[src/rtl/jtframe_prog_packer_pkg.sv]
// Shared types for the ROM-download byte packer: FIFO entry layout,
// byte-lane mask constants and the write FSM state encoding.
package jtframe_prog_pkg;

    // Widest word address a 25-bit byte address can produce.
    // Entries always carry this width; the top trims it to SDRAMW.
    localparam int ADDR_MAX_W = 24;

    // Byte masks are active-low per lane; bit0 is the low byte.
    localparam logic [1:0] MASK_LO   = 2'b10;
    localparam logic [1:0] MASK_HI   = 2'b01;
    localparam logic [1:0] MASK_W    = 2'b00;
    localparam logic [1:0] MASK_NONE = 2'b11;

    typedef struct packed {
        logic [ADDR_MAX_W-1:0] addr;
        logic [15:0]           data;
        logic [1:0]            mask;
    } prog_entry_t;

    typedef enum logic {
        ST_IDLE  = 1'b0,
        ST_WRITE = 1'b1
    } prog_state_t;

    // Folds a byte into the complementary lane of an existing half-word entry.
    function automatic prog_entry_t merge_entry(input prog_entry_t tail,
                                                input logic [7:0]  din,
                                                input logic [1:0]  mask);
        merge_entry = tail;
        if (!mask[0]) merge_entry.data[7:0]  = din;
        if (!mask[1]) merge_entry.data[15:8] = din;
        merge_entry.mask = MASK_W;
    endfunction

endpackage

[src/rtl/jtframe_prog_packer_if.sv]
// SDRAM programming bus between the packer (master) and the SDRAM controller (slave).
interface jtframe_prog_packer_if #(
    parameter int SDRAMW = 22
);
    logic [SDRAMW-1:0] prog_addr;
    logic [15:0]       prog_data;
    logic [1:0]        prog_mask;
    logic              prog_we;
    logic              prog_rdy;

    modport master (output prog_addr, prog_data, prog_mask, prog_we, input prog_rdy);
    modport slave  (input  prog_addr, prog_data, prog_mask, prog_we, output prog_rdy);
endinterface

[src/rtl/jtframe_prog_packer_fifo.sv]
// Small entry FIFO for the packer. Besides push/pop it exposes the newest
// entry (tail) and lets the caller rewrite it in place, which is how two
// bytes of one word get merged into a single SDRAM write.
module jtframe_prog_fifo
    import jtframe_prog_pkg::*;
#(
    parameter int DEPTH = 5
)(
    input  logic        clk,
    input  logic        rst,
    input  logic        i_push,
    input  prog_entry_t i_push_data,
    input  logic        i_pop,
    input  logic        i_tail_we,
    input  prog_entry_t i_tail_data,
    output prog_entry_t o_head,
    output prog_entry_t o_tail,
    output logic        o_full,
    output logic        o_empty,
    output logic        o_multi
);
    localparam int AW = $clog2(DEPTH);

    prog_entry_t   r_mem [DEPTH];
    logic [AW-1:0] r_rd_idx;
    logic [AW-1:0] r_wr_idx;
    logic [AW:0]   r_count;
    logic [AW-1:0] w_tail_idx;
    logic          w_push;
    logic          w_pop;

    function automatic logic [AW-1:0] next_idx(input logic [AW-1:0] idx);
        return (idx == AW'(DEPTH - 1)) ? '0 : idx + AW'(1);
    endfunction

    assign o_empty    = (r_count == '0);
    assign o_full     = (r_count == (AW+1)'(DEPTH));
    // Only with two or more entries is the tail distinct from the head.
    assign o_multi    = (r_count >= (AW+1)'(2));
    assign w_pop      = i_pop && !o_empty;
    assign w_push     = i_push && (!o_full || w_pop);
    assign w_tail_idx = (r_wr_idx == '0) ? AW'(DEPTH - 1) : r_wr_idx - AW'(1);
    assign o_head     = r_mem[r_rd_idx];
    assign o_tail     = r_mem[w_tail_idx];

    // Storage: append a new entry or rewrite the newest one.
    always_ff @(posedge clk) begin
        if (w_push) begin
            r_mem[r_wr_idx] <= i_push_data;
        end else if (i_tail_we) begin
            r_mem[w_tail_idx] <= i_tail_data;
        end
    end

    // Read/write indices and occupancy.
    always_ff @(posedge clk or posedge rst) begin
        if (rst) begin
            r_rd_idx <= '0;
            r_wr_idx <= '0;
            r_count  <= '0;
        end else begin
            if (w_push) r_wr_idx <= next_idx(r_wr_idx);
            if (w_pop)  r_rd_idx <= next_idx(r_rd_idx);
            case ({w_push, w_pop})
                2'b10:   r_count <= r_count + (AW+1)'(1);
                2'b01:   r_count <= r_count - (AW+1)'(1);
                default: r_count <= r_count;
            endcase
        end
    end

endmodule

[src/rtl/jtframe_prog_packer.sv]
// ROM download byte packer: turns the ioctl byte stream into 16-bit SDRAM
// writes with byte masks, merging the two halves of a word when possible.
// Optional macro JTFRAME_PROG_BSWAP_EN swaps the byte lanes for big-endian
// ROM images (even byte address goes to the high byte).
module jtframe_prog_packer
    import jtframe_prog_pkg::*;
#(
    parameter int SDRAMW = 22,
    parameter int FIFOD  = 4
)(
    input  logic                         clk,
    input  logic                         rst,
    input  logic                         downloading,
    input  logic [24:0]                  ioctl_addr,
    input  logic [7:0]                   ioctl_dout,
    input  logic                         ioctl_wr,
    jtframe_prog_packer_if.master        prog,
    output logic                         dwnld_busy,
    output logic                         overflow
);
    prog_state_t       r_state;
    prog_state_t       w_state_next;
    logic [SDRAMW-1:0] r_prog_addr;
    logic [15:0]       r_prog_data;
    logic [1:0]        r_prog_mask;
    logic              r_overflow;
    logic              r_dl_prev;
    logic              w_load;
    logic              w_pop;
    logic              w_prog_we;
    logic              w_in;
    logic              w_merge;
    logic              w_push;
    logic              w_drop;
    logic              w_full;
    logic              w_empty;
    logic              w_multi;
    logic [1:0]        w_new_mask;
    prog_entry_t       w_new;
    prog_entry_t       w_merged;
    prog_entry_t       w_head;
    prog_entry_t       w_tail;
    logic              w_unused;

    // Byte lane selection from the byte address LSB.
    always_comb begin
`ifdef JTFRAME_PROG_BSWAP_EN
        w_new_mask = ioctl_addr[0] ? MASK_LO : MASK_HI;
`else
        w_new_mask = ioctl_addr[0] ? MASK_HI : MASK_LO;
`endif
        w_new.addr = ADDR_MAX_W'(ioctl_addr[SDRAMW:1]);
        w_new.data = {2{ioctl_dout}};
        w_new.mask = w_new_mask;
    end

    // A merge needs no free slot, so it is taken even when the FIFO is full.
    // The tail must not be the head, which is already on (or headed for) the bus.
    assign w_in     = downloading && ioctl_wr;
    assign w_merge  = w_in && w_multi && (w_tail.addr == w_new.addr)
                      && (w_tail.mask == ~w_new_mask);
    assign w_push   = w_in && !w_merge && (!w_full || w_pop);
    assign w_drop   = w_in && !w_merge && w_full && !w_pop;
    assign w_merged = merge_entry(w_tail, ioctl_dout, w_new_mask);

    // One slot holds the word currently on the bus; FIFOD more queue behind it.
    jtframe_prog_fifo #(
        .DEPTH (FIFOD + 1)
    ) u_fifo (
        .clk         (clk),
        .rst         (rst),
        .i_push      (w_push),
        .i_push_data (w_new),
        .i_pop       (w_pop),
        .i_tail_we   (w_merge),
        .i_tail_data (w_merged),
        .o_head      (w_head),
        .o_tail      (w_tail),
        .o_full      (w_full),
        .o_empty     (w_empty),
        .o_multi     (w_multi)
    );

    // FSM state register.
    always_ff @(posedge clk or posedge rst) begin
        if (rst) r_state <= ST_IDLE;
        else     r_state <= w_state_next;
    end

    // FSM next state: start on a queued entry, finish on prog_rdy.
    always_comb begin
        w_state_next = r_state;
        case (r_state)
            ST_IDLE:  if (!w_empty)      w_state_next = ST_WRITE;
            ST_WRITE: if (prog.prog_rdy) w_state_next = ST_IDLE;
            default:                     w_state_next = ST_IDLE;
        endcase
    end

    // FSM outputs: load in IDLE, request and pop in WRITE.
    always_comb begin
        w_load    = 1'b0;
        w_pop     = 1'b0;
        w_prog_we = 1'b0;
        case (r_state)
            ST_IDLE:  w_load = !w_empty;
            ST_WRITE: begin
                w_prog_we = 1'b1;
                w_pop     = prog.prog_rdy;
            end
            default: ;
        endcase
    end

    // Bus registers: captured from the FIFO head, held stable through WRITE.
    always_ff @(posedge clk or posedge rst) begin
        if (rst) begin
            r_prog_addr <= '0;
            r_prog_data <= '0;
            r_prog_mask <= MASK_NONE;
        end else if (w_load) begin
            r_prog_addr <= w_head.addr[SDRAMW-1:0];
            r_prog_data <= w_head.data;
            r_prog_mask <= w_head.mask;
        end
    end

    // Sticky drop flag, cleared when a new download session starts.
    always_ff @(posedge clk or posedge rst) begin
        if (rst) begin
            r_overflow <= 1'b0;
            r_dl_prev  <= 1'b0;
        end else begin
            r_dl_prev <= downloading;
            if (w_drop)                         r_overflow <= 1'b1;
            else if (downloading && !r_dl_prev) r_overflow <= 1'b0;
        end
    end

    assign prog.prog_addr = r_prog_addr;
    assign prog.prog_data = r_prog_data;
    assign prog.prog_mask = r_prog_mask;
    assign prog.prog_we   = w_prog_we;
    assign overflow       = r_overflow;
    assign dwnld_busy     = downloading || !w_empty || (r_state == ST_WRITE);

    // Address bits above the SDRAM word range are intentionally ignored.
    assign w_unused = ^{ioctl_addr, w_head.addr};

endmodule

[src/flat_wrapper.sv]
// flat-port wrapper written by rule: the top's interface ports become plain ports
module jtframe_prog_packer_flat import jtframe_prog_pkg::*;
#(
    parameter int SDRAMW = 22,
    parameter int FIFOD  = 4
)
  (clk, rst, downloading, ioctl_addr, ioctl_dout, ioctl_wr, dwnld_busy, overflow, prog_prog_addr, prog_prog_data, prog_prog_mask, prog_prog_we, prog_prog_rdy);
  jtframe_prog_packer_if #(.SDRAMW(SDRAMW)) prog_i ();
  input  logic clk;
  input  logic rst;
  input  logic downloading;
  input  logic [24:0] ioctl_addr;
  input  logic [7:0] ioctl_dout;
  input  logic ioctl_wr;
  output logic dwnld_busy;
  output logic overflow;
  output wire logic [$bits(prog_i.prog_addr)-1:0] prog_prog_addr;
  output wire logic [$bits(prog_i.prog_data)-1:0] prog_prog_data;
  output wire logic [$bits(prog_i.prog_mask)-1:0] prog_prog_mask;
  output wire logic [$bits(prog_i.prog_we)-1:0] prog_prog_we;
  input wire logic [$bits(prog_i.prog_rdy)-1:0] prog_prog_rdy;
  assign prog_prog_addr = prog_i.prog_addr;
  assign prog_prog_data = prog_i.prog_data;
  assign prog_prog_mask = prog_i.prog_mask;
  assign prog_prog_we = prog_i.prog_we;
  assign prog_i.prog_rdy = prog_prog_rdy;
  jtframe_prog_packer #(.SDRAMW(SDRAMW), .FIFOD(FIFOD)) u_core (.clk(clk), .rst(rst), .downloading(downloading), .ioctl_addr(ioctl_addr), .ioctl_dout(ioctl_dout), .ioctl_wr(ioctl_wr), .prog(prog_i), .dwnld_busy(dwnld_busy), .overflow(overflow));
endmodule
[config.mk]
export PLATFORM = sky130hd
export DESIGN_NAME = jtframe_prog_packer_flat
export DESIGN_NICKNAME = d
export VERILOG_FILES = /design/src/rtl/jtframe_prog_packer_pkg.sv /design/src/rtl/jtframe_prog_packer_if.sv /design/src/rtl/jtframe_prog_packer_fifo.sv /design/src/rtl/jtframe_prog_packer.sv /design/src/flat_wrapper.sv
export SDC_FILE = /design/constraint.sdc
export NUM_CORES = 1
export LEC_CHECK = 0
export BUFFER_PORTS_ARGS = -buffer_cell sky130_fd_sc_hd__buf_2
export CAP_MARGIN = 30
export CORE_MARGIN = 3
export CORE_UTILIZATION = 58
export DETAILED_ROUTE_END_ITERATION = 8
export MAX_ROUTING_LAYER = met4
export PLACE_DENSITY = 0.77
export SLEW_MARGIN = 10
export SYNTH_ARGS = -nofsm -noshare
export SYNTH_HDL_FRONTEND = slang
export SYNTH_SLANG_ARGS = --single-unit
[constraint.sdc]
create_clock -name clk -period 9.8 [get_ports clk]
set_input_delay 1.96 -clock clk [delete_from_list [all_inputs] [get_ports clk]]
set_output_delay 1.96 -clock clk [all_outputs]
set_load 0.1 [all_outputs]
==> impl_metrics.tcl <==
set metrics [dict create \
    criticalPathCategory "reg2reg" \
    timing.slew.headroom_pct 39.24 \
    worst_hold_path_type "reg2reg" \
    top_level_ports 81 \
    synthesis.area_per_instance_um2 13.50 \
    design.final.nets 1016 \
    worst-slew-pin-transition_ps 892.3 \
    synth.ff_latch_count 263 \
    synth-adder-area-share_pct 0.9694 \
    gr-usage-met2_pct 41.62 \
    powerDensity_nw_per_um2 352.7 \
    fin_worst_skew_ps 13.38 \
    final_core_util_pct 67.85 \
    detail_route.vias_per_cell 6.401 \
    drv_cap 0 \
    power.internal_mw 2.742 \
    detail_route.wl_per_cell_um 23.61 \
    yosysMostFrequentCell "sky130_fd_sc_hd__edfxtp_1" \
    port_buffers 78 \
    drive_above_1_share_pct 23.11 \
    max_freq_mhz 151.5 \
    peakVddDrop_uv 209.9 \
    detail_route.wirelength_um 29800 \
    synthArstFlopShare_pct 20.15 \
    run_status "finished, final reports clean" \
    floorplan.die.width_um 152.2 \
    cp_slowest_cell "sky130_fd_sc_hd__mux2_2" \
    number_of_global_route_vias_before_repair 8158 \
    stdcell_area_um2 13990 \
    count_of_standard_cell_rows 52 \
    root_buffer "sky130_fd_sc_hd__clkbuf_16" \
    synth_enable_flop_cells 210 \
    hold-worst-slack_ps 470.7 \
    power.switching_mw 2.194 \
    clkPwrFrac_pct 22.3 \
    grt_max_degree 81 \
    clkSinkCount 263 \
    netlist-cell-type-count 62 \
    global_route_overflow 0 \
    initial_core_util_pct 60.08 \
    power.switching_fraction_pct 44.45 \
    holdBufCountCts 0 \
    critPathTopFamily "simple AND/OR/NAND/NOR gates" \
    cts_post_setup_buffers_inserted 0 \
    finalSetupViolCount 0 \
    compound_gate_fraction_of_synth_area_pct 9.331 \
    synth-xor-area-share_pct 1.767 \
    cpMostUsedCell "sky130_fd_sc_hd__buf_4" \
    worst-path-buf-inv 2 \
    peak_usage_layer_in_the_global_routing_report "met2" \
    cts_resized 0 \
    synth_warnings 0 \
    area_growth_syn_to_layout_pct 12.94 \
    ys_flop_type "sky130_fd_sc_hd__edfxtp_1" \
    grt.met3_usage_pct 4.686 \
    setup_total_negative_slack_ps 0 \
    groute.layer.met1.usage_pct 35.92 \
    yosys.area_share.simple_pct 8.240 \
    final_min_period_over_clock_period_pct 67.34 \
    synth.top_cells.by_count "sky130_fd_sc_hd__edfxtp_1, sky130_fd_sc_hd__nand2_1, sky130_fd_sc_hd__o21ai_0" \
    final_max_slew_viol_count 0 \
    clk-insertion-delay-late_ps 540 \
    clkTransAtPathRegs_ps 60 \
    comb_power_share_pct 47.3 \
    mappedNetlistArea_um2 12390 \
    dieHeight_um 152.2 \
    critPathMaxFanout 50 \
    rsz0062_at_grt "no" \
    synth.area.mux_share_pct 14.70 \
    gp_congestion 0.8569 \
    drt-pass1-iter-count 5 \
    groute.usage.overall_pct 26.27 \
    synth_top_area_share_pct 50.89 \
    antenna_found_initial 1 \
    main_combinational_cell_family_by_area_after_synthesis "multiplexers" \
    sequentialPowerShare_pct 30.4 \
    detail_route.drc_violations 0 \
    syn-instance-count 918 \
    hold_viol_final 0 \
    worstPathRequired_ps 9970 \
    n_fill_cell 1453 \
    postPlaceCellArea_um2 13020 \
    synth.top_cells.by_area "sky130_fd_sc_hd__edfxtp_1, sky130_fd_sc_hd__dfrtp_1, sky130_fd_sc_hd__mux4_2" \
    grt_first_pass_wirelength_um 46550 \
    die_area_um2 23150 \
    start_kind "flop" \
    worst_setup_path_end_kind "flop" \
    critical_path.max_stage_delay_ps 830 \
    ant_nets 0 \
    timing.critical_path.cells "buf_4 > ha_1 > mux2_2 > nand2_1 > o22ai_1 > mux2i_1 > nand4_1 > nand3b_1 > or4b_1 > or4_1 > o21ai_4 > buf_4" \
    core_area_um2 20620 \
    hpwlAfterDp_um 18070 \
    arrival_ps 6770 \
    tritoncts.num_buffers 28 \
    seq_area_frac_synth_pct 61.62 \
    leakage_nw 5.070 \
    cts_htree_levels 1 \
    cts_tree "yes" \
    detailedRoute.firstIterationViolations 866 \
    route.vias.total 8078 \
    cts_buffer_depth 3 \
    synthDominantAreaCellType "sky130_fd_sc_hd__edfxtp_1" \
    final.min_clock_period_ps 6599 \
]
path summary, 6_finish.rpt:
kind	slack [ps]	from	endpoint	cells past startpoint
max	3200	u_core.u_fifo.r_wr_idx[0]	u_core.u_fifo.r_mem[2][4]	12
min	470	u_core.prog.prog_data[9]	u_core.prog.prog_data[9]	2
max reg2reg	3200	u_core.u_fifo.r_wr_idx[0]	u_core.u_fifo.r_mem[2][4]	12
min reg2reg	470	u_core.prog.prog_data[9]	u_core.prog.prog_data[9]	2
max in group asynchronous	7610	rst	u_core.u_fifo.r_wr_idx[0]	3
min in group asynchronous	1630	rst	u_core.prog.prog_data[11]	3
state kept, by name, indices dropped and copies added, names as in the netlist:
register / count
u_core.u_fifo.r_rd_idx: 3
u_core.u_fifo.r_mem: 210
u_core.prog.prog_mask: 2
u_core.overflow: 1
u_core.prog.prog_data: 16
u_core.r_dl_prev: 1
u_core.r_state: 1
u_core.prog.prog_addr: 22
u_core.u_fifo.r_wr_idx: 3
u_core.u_fifo.r_count: 4
power by group through the flow:
stage	logic (mW)	registers [mW]	clock network, mW
floorplan	1.24	2.09	0
CTS	2.33	1.50	1.11
global placement	2.27	1.51	0
finish	2.34	1.50	1.10
global route	2.49	1.52	1.16
detailed placement	2.31	1.52	0
stage by stage:
step / instances / power [mW] / setup slack, ps
global route: 1262 / 5.166 / 2955
detailed placement: 1209 / 3.831 / 3264
CTS: 1261 / 4.940 / 3204
finish: 1262 / 4.936 / 3201
global placement: 1208 / 3.784 / 3246
floorplan: 927 / 3.326 / 3310
routing by layer:
layer  vias to the layer above  wire [um]
met5                         -          0
met4                         0        584
met3                        52       2235
met2                       387      14480
met1                      4034      12490
li1                       3605          -
layout make-up:
type	instances	area [um^2]	share of cell area [%]
tap	270	337.8	2.414
inverter	16	60.06	0.4292
clock buffer	38	799.5	5.714
sequential	263	7640	54.60
antenna	1	2.502	0.01788
clock inverter	14	175.2	1.252
multi-input combinational	567	4456	31.84
timing repair buffer	93	523.0	3.737
placed cells by master (no fill, tap or decap), drive strengths merged, types with 13 or more instances in the layout:
cell    instances
o22ai          13
xnor2          13
mux2           24
edfxtp        210
inv            16
dfrtp          51
mux4           40
nand2         112
nor2           15
o221ai         24
nand3          32
mux2i          62
clkbuf         38
o21ai          83
buf            93
logic make-up (layout without fill, tap and decap cells):
family | after synthesis | count (layout)
AOI/OAI and AO/OA | 180 | 180
xor gates and xnor gates | 25 | 25
adders and majority gates | 9 | 9
buffers and inverters | 97 | 161
DFF | 263 | 263
muxes | 126 | 126
other | 1 | 11
and+or+nand+nor | 217 | 217
worst reg2reg max path, delay by kind of cell, from the launching register on:
family / cells / cell delay (ps)
adder cells (fa/ha/maj): 1 / 640
AND/OR/NAND/NOR: 5 / 2380
AO/OA/AOI/OAI: 2 / 670
multiplexers: 2 / 1050
flip-flops: 1 / 350
buffers and inverters: 2 / 1120
Note: power is estimated with default switching activity, not from simulation.
